--- config.mk ---
export PLATFORM = sky130hd
export DESIGN_NAME = dmem_arbiter
export DESIGN_NICKNAME = d
export VERILOG_FILES = /design/src/rtl/cpu_pkg.sv /design/src/rtl/dmem_rsp_router.sv /design/src/rtl/dmem_arbiter.sv
export SDC_FILE = /design/constraint.sdc
export NUM_CORES = 1
export LEC_CHECK = 0
export ABC_AREA = 1
export BUFFER_PORTS_ARGS = -buffer_cell sky130_fd_sc_hd__buf_2
export CAP_MARGIN = 20
export CORE_AREA = 2 2 117 119
export CTS_CLUSTER_SIZE = 12
export DETAILED_ROUTE_END_ITERATION = 16
export DIE_AREA = 0 0 119 121
export PLACE_DENSITY_LB_ADDON = 0.08
export SLEW_MARGIN = 20
export SYNTH_ARGS = -nofsm -noshare
export SYNTH_HDL_FRONTEND = slang
export SYNTH_SLANG_ARGS = --single-unit
--- constraint.sdc ---
create_clock -name clk -period 1.3 [get_ports clk]
set_clock_uncertainty 0.1 [all_clocks]
set_input_delay 0.065 -clock clk [delete_from_list [all_inputs] [get_ports clk]]
set_output_delay 0.065 -clock clk [all_outputs]
set_load 0.01 [all_outputs]
--- src/rtl/cpu_pkg.sv ---
// cpu_pkg
// Shared definitions for the data-memory arbiter slice: arbitration FSM
// state encoding, read-response owner encoding and default values for the
// starvation limit and FFT burst length.
package cpu_pkg;

  // Arbiter FSM states: S_CPU gives the CPU priority, S_FFT is a forced FFT burst
  typedef enum logic {
    S_CPU = 1'b0,
    S_FFT = 1'b1
  } arb_state_e;

  // Owner of an outstanding read
  localparam logic OWN_CPU = 1'b0;
  localparam logic OWN_FFT = 1'b1;

  // Default arbitration tuning
  localparam int STARVE_LIM_DEF = 8;
  localparam int MAX_BURST_DEF  = 4;

endpackage

--- src/rtl/dmem_rsp_router.sv ---
// dmem_rsp_router
// Remembers which port issued the read in the previous cycle and steers the
// memory's read data back to that port one cycle later.
// Ports:
//   clk, reset             clock, asynchronous active-low reset
//   issue_rd               a read is issued to memory this cycle
//   issue_id               owner of that read (OWN_CPU / OWN_FFT)
//   mem_rdata              memory read data (valid the cycle after a read)
//   cpu_rvalid, cpu_rdata  CPU read response
//   fft_rvalid, fft_rdata  FFT read response
module dmem_rsp_router
  import cpu_pkg::*;
#(
  parameter int DATA_W = 32
) (
  input  logic              clk,
  input  logic              reset,
  input  logic              issue_rd,
  input  logic              issue_id,
  input  logic [DATA_W-1:0] mem_rdata,
  output logic              cpu_rvalid,
  output logic [DATA_W-1:0] cpu_rdata,
  output logic              fft_rvalid,
  output logic [DATA_W-1:0] fft_rdata
);

  logic owner_vld_r;
  logic owner_id_r;

  // Owner tag: one-deep, since the memory returns data exactly one cycle later
  always_ff @(posedge clk or negedge reset) begin
    if (!reset) begin
      owner_vld_r <= 1'b0;
      owner_id_r  <= OWN_CPU;
    end else begin
      owner_vld_r <= issue_rd;
      owner_id_r  <= issue_id;
    end
  end

  // Data is shared; only the owner's valid is raised
  assign cpu_rvalid = owner_vld_r & (owner_id_r == OWN_CPU);
  assign fft_rvalid = owner_vld_r & (owner_id_r == OWN_FFT);
  assign cpu_rdata  = mem_rdata;
  assign fft_rdata  = mem_rdata;

endmodule

--- src/rtl/dmem_arbiter.sv ---
// dmem_arbiter
// Shares a single-port synchronous data memory between the CPU load/store
// unit (default priority) and the FFT coprocessor. After STARVE_LIM
// consecutive cycles in which the FFT requested but the CPU won, the FFT is
// given a forced burst of up to MAX_BURST grants.
// Ports:
//   clk, reset                                 clock, asynchronous active-low reset
//   cpu_req/we/addr/wdata, cpu_gnt             CPU request port and grant
//   cpu_rvalid, cpu_rdata                      CPU read response
//   fft_req/we/addr/wdata, fft_gnt             FFT request port and grant
//   fft_rvalid, fft_rdata                      FFT read response
//   mem_en/we/addr/wdata, mem_rdata            memory interface
module dmem_arbiter
  import cpu_pkg::*;
#(
  parameter int ADDR_W     = 32,
  parameter int DATA_W     = 32,
  parameter int STARVE_LIM = STARVE_LIM_DEF,
  parameter int MAX_BURST  = MAX_BURST_DEF
) (
  input  logic              clk,
  input  logic              reset,
  input  logic              cpu_req,
  input  logic              cpu_we,
  input  logic [ADDR_W-1:0] cpu_addr,
  input  logic [DATA_W-1:0] cpu_wdata,
  output logic              cpu_gnt,
  output logic              cpu_rvalid,
  output logic [DATA_W-1:0] cpu_rdata,
  input  logic              fft_req,
  input  logic              fft_we,
  input  logic [ADDR_W-1:0] fft_addr,
  input  logic [DATA_W-1:0] fft_wdata,
  output logic              fft_gnt,
  output logic              fft_rvalid,
  output logic [DATA_W-1:0] fft_rdata,
  output logic              mem_en,
  output logic              mem_we,
  output logic [ADDR_W-1:0] mem_addr,
  output logic [DATA_W-1:0] mem_wdata,
  input  logic [DATA_W-1:0] mem_rdata
);

  localparam int SC_W = $clog2(STARVE_LIM + 1);
  localparam int BC_W = $clog2(MAX_BURST + 1);
  localparam logic [SC_W-1:0] STARVE_TOP = SC_W'(STARVE_LIM);
  localparam logic [BC_W-1:0] BURST_TOP  = BC_W'(MAX_BURST);

  arb_state_e      state_r;
  logic [SC_W-1:0] starve_cnt_r;
  logic [BC_W-1:0] burst_cnt_r;
  logic [SC_W-1:0] starve_inc_s;
  logic [BC_W-1:0] burst_inc_s;
  logic            cpu_gnt_s;
  logic            fft_gnt_s;
  logic            issue_rd_s;
  logic            issue_id_s;

  // Saturating next values of the counters
  assign starve_inc_s = (starve_cnt_r == STARVE_TOP) ? STARVE_TOP : starve_cnt_r + SC_W'(1);
  assign burst_inc_s  = (burst_cnt_r == BURST_TOP) ? BURST_TOP : burst_cnt_r + BC_W'(1);

  // Grant decision; gated by reset so nothing is issued while reset is held
  always_comb begin
    cpu_gnt_s = 1'b0;
    fft_gnt_s = 1'b0;
    if (reset) begin
      case (state_r)
        S_CPU: begin
          if (cpu_req) begin
            cpu_gnt_s = 1'b1;
          end else if (fft_req) begin
            fft_gnt_s = 1'b1;
          end else begin
            cpu_gnt_s = 1'b0;
          end
        end
        S_FFT: begin
          if (fft_req) begin
            fft_gnt_s = 1'b1;
          end else if (cpu_req) begin
            cpu_gnt_s = 1'b1;
          end else begin
            fft_gnt_s = 1'b0;
          end
        end
        default: begin
          cpu_gnt_s = 1'b0;
          fft_gnt_s = 1'b0;
        end
      endcase
    end else begin
      cpu_gnt_s = 1'b0;
      fft_gnt_s = 1'b0;
    end
  end

  // Memory request mux driven from whichever port holds the grant
  always_comb begin
    mem_en = cpu_gnt_s | fft_gnt_s;
    if (fft_gnt_s) begin
      mem_we    = fft_we;
      mem_addr  = fft_addr;
      mem_wdata = fft_wdata;
    end else begin
      mem_we    = cpu_gnt_s & cpu_we;
      mem_addr  = cpu_addr;
      mem_wdata = cpu_wdata;
    end
  end

  // Arbitration FSM with starvation and burst counters
  always_ff @(posedge clk or negedge reset) begin
    if (!reset) begin
      state_r      <= S_CPU;
      starve_cnt_r <= {SC_W{1'b0}};
      burst_cnt_r  <= {BC_W{1'b0}};
    end else begin
      case (state_r)
        S_CPU: begin
          burst_cnt_r <= {BC_W{1'b0}};
          if (cpu_req && fft_req) begin
            // FFT lost this cycle; switch to a forced burst once the limit is hit
            if (starve_inc_s == STARVE_TOP) begin
              state_r      <= S_FFT;
              starve_cnt_r <= {SC_W{1'b0}};
            end else begin
              starve_cnt_r <= starve_inc_s;
            end
          end else begin
            starve_cnt_r <= {SC_W{1'b0}};
          end
        end
        S_FFT: begin
          starve_cnt_r <= {SC_W{1'b0}};
          if (fft_req) begin
            if (burst_inc_s == BURST_TOP) begin
              state_r     <= S_CPU;
              burst_cnt_r <= {BC_W{1'b0}};
            end else begin
              burst_cnt_r <= burst_inc_s;
            end
          end else begin
            // FFT went idle mid-burst: hand priority straight back to the CPU
            state_r     <= S_CPU;
            burst_cnt_r <= {BC_W{1'b0}};
          end
        end
        default: begin
          state_r      <= S_CPU;
          starve_cnt_r <= {SC_W{1'b0}};
          burst_cnt_r  <= {BC_W{1'b0}};
        end
      endcase
    end
  end

  assign cpu_gnt    = cpu_gnt_s;
  assign fft_gnt    = fft_gnt_s;
  assign issue_rd_s = (cpu_gnt_s & ~cpu_we) | (fft_gnt_s & ~fft_we);
  assign issue_id_s = fft_gnt_s ? OWN_FFT : OWN_CPU;

  dmem_rsp_router #(
    .DATA_W(DATA_W)
  ) u_rsp_router (
    .clk       (clk),
    .reset     (reset),
    .issue_rd  (issue_rd_s),
    .issue_id  (issue_id_s),
    .mem_rdata (mem_rdata),
    .cpu_rvalid(cpu_rvalid),
    .cpu_rdata (cpu_rdata),
    .fft_rvalid(fft_rvalid),
    .fft_rdata (fft_rdata)
  );

endmodule

==> flow_summary.toml <==
[logic_synthesis]
synth_cell_types = 18
ys_seq_elements = 10
synth_area_per_cell_um2 = 5.401
async_flop_share = 1.000
ys.flop_type = "dfrtp_1"
synth_edf_count = 0
synth.largest_area_cell = "nand2_1"
synth_area_leaders = "nand2_1 43%, buf_4 27%, dfrtp_1 13%"
syn_inst = 344
synth_common_cells = "211 x nand2_1, 66 x buf_4, 18 x inv_1"
yosysMostFrequentCell = "nand2_1"
synth_fp_nets = 514
yosysSeqAreaShare = 0.1347
yosys_warnings = 0
yosys.area.top_type_share = 0.4263
mappedNetlistArea_um2 = 1858

[job]
max_cap_violations = 0

[floorplanning]
initial_utilization = 0.1420
io_pins = 300
core_region_area_um2 = 13090
die_x_um = 119
num_rows = 42
dieHeight_um = 121
die_area_um2 = 14400

[critical_path]
cp_max_fo = 7
reg2reg_depth = 6
endpoint_kind = "output pin"
cp-start-kind = "flop"
required_ns = 1.13
crit_type = "flop to output pin"
cp_data_arrival_time_ns = 1.43

[routing]
drc = 0
wl_per_cell_um = 13.65
drtAntennaViolNets = 0
vias = 2443
first_pass_iters = 4
vias_per_cell = 3.614
drt_wl_total_mm = 9.227
drtIter0Drc = 61

[placement]
dp_cells = 656
globalplace.congestion = 0.7336
numPortBuffers = 203
place_area_um2 = 2641
pre_cts_ws_ns = -0.09893
place_hpwl_mm = 6.502

[cells_and_area]
multi_input_area_um2 = 1096
fillerInstances = 1502
seqCellArea_um2 = 250.2
drive_gt1_frac = 0.5340
syn_to_final_growth_pct = 74.82
post-route-cell-area_um2 = 3248
layout.cells.non_filler = 676
nNetsFinal = 671
num_antenna_cells = 0

[global_route]
overflow = 0
grt_use_total = 0.1095
antenna_found_initial = 0
grt_pass1_vias = 2251
grt_pass1_wl_mm = 12.28
grt_max_degree = 32

[status]
status = "complete, but fails checks"
failed_checks = "negative setup slack"

[cts]
cts_tree = "yes"
cts_root_buf = "clkbuf_16"
clk_path_buf_depth = 2
cts.clk_slew.worst_paths_ns = 0.04
cts_buffers = 3
clk_latency_ns = 0.24
clock_sinks = 10
cts_max_level = 1

[sta]
slew_viol_final = 0
rsz0062_at_grt = "yes"
min_period_ns = 1.591
setup_ws_ns = -0.2909
slew_headroom = 0.8634
max_freq_mhz = 628.6
finalHoldViolCount = 0
fin_crit_sh = 1.224
tightest_slew_ns = 0.2043
finalSetupViolations = 68
holdWs_ns = 0.03000

[power_and_ir_drop]
power.total_mw = 1.803
power_density_nw_per_um2 = 555.1
p_leak_nw = 2.002
ir_drop_v = 0.0003445

[hold_path]
hp-class = "input port to output pin"
min_path_cells = 0
## worst max-delay path, stage by stage (launching register included)
cell and delay [ns]:
dfrtp_1 0.38, inv_2 0.06, nand2_2 0.05, nand3_4 0.12
buf_8 0.16, clkbuf_16 0.16, nand2_2 0.04, nand2_1 0.07
buf_2 0.13
## state kept, by name, indices dropped and copies added (netlist names)
signal and count:
burst_cnt_r 3, state_r 1, u_rsp_router.owner_vld_r 1, u_rsp_router.owner_id_r 1, starve_cnt_r 4
## logic make-up (layout without fill, tap and decap cells)
logic type                 Yosys count  count (layout)  synth area share
AOI/OAI and AO/OA                    5               5           0.01616
and+or+nand+nor                    228             228            0.4687
adders and majority gates            4               4           0.02694
buffers and inverters               97             253            0.3535
DFF                                 10              10            0.1347
## area by class of cell
cell class,count,area share
clock buffer,4,0.02735
tap,176,0.06780
multi-input combinational,237,0.3374
sequential,10,0.07704
inverter,19,0.02581
timing repair buffer,230,0.4646
## per-layer routing
metal	GRT usage	vias up	part of all wire
met4	0.02083	0	0.010
met2	0.2108	144	0.54
met3	0.02773	12	0.079
met5	0	-	0
met1	0.1211	1019	0.37
li1	-	1268	-
## worst paths after layout
path	from	to	slack [ns]
max reg2reg	starve_cnt_r[1]	starve_cnt_r[3]	0.04
max in group asynchronous	reset	u_rsp_router.owner_id_r	0.68
max	state_r	mem_wdata[22]	-0.29
min in group asynchronous	reset	state_r	0.28
min reg2reg	burst_cnt_r[0]	burst_cnt_r[0]	0.45
min	mem_rdata[15]	cpu_rdata[15]	0.03
## cells in the final DEF, fill, tap and decap left out, types with 3 or more instances in the layout
master / instances
buf_2: 194
nand2_1: 187
nand2_2: 20
inv_1: 14
buf_6: 12
dfrtp_1: 10
buf_4: 8
nor2_1: 7
clkbuf_16: 7
buf_16: 5
inv_2: 4
nand2_4: 4
nand3_1: 4
dlygate4sd3_1: 3
buf_12: 3
## what timing repair did
item / CTS / global route
gates cloned: 5 / 4
hold buffers: 3 / 0
hold endpoints to repair: 11 / 0
pin swaps: 1 / 8
setup buffers: 4 / 1
endpoints found under the setup margin: 68 / 72
gates resized for setup: 23 / 45
## metrics by stage
step | setup TNS, ns | utilization
after floorplan | 0 | -
after global placement | -3.218 | 0.2019
after detailed placement | -3.022 | 0.2019
after CTS | -17.11 | 0.2303
after global routing | -23.96 | 0.2482
final | -16.97 | 0.2482
## power by group
part	switching, mW	leakage [nW]	internal (mW)
Sequential	0.00361	0.137	0.318
Clock	0.146	0.0442	0.463
Combinational	0.420	1.82	0.452
(Power assumes the default switching activity.)
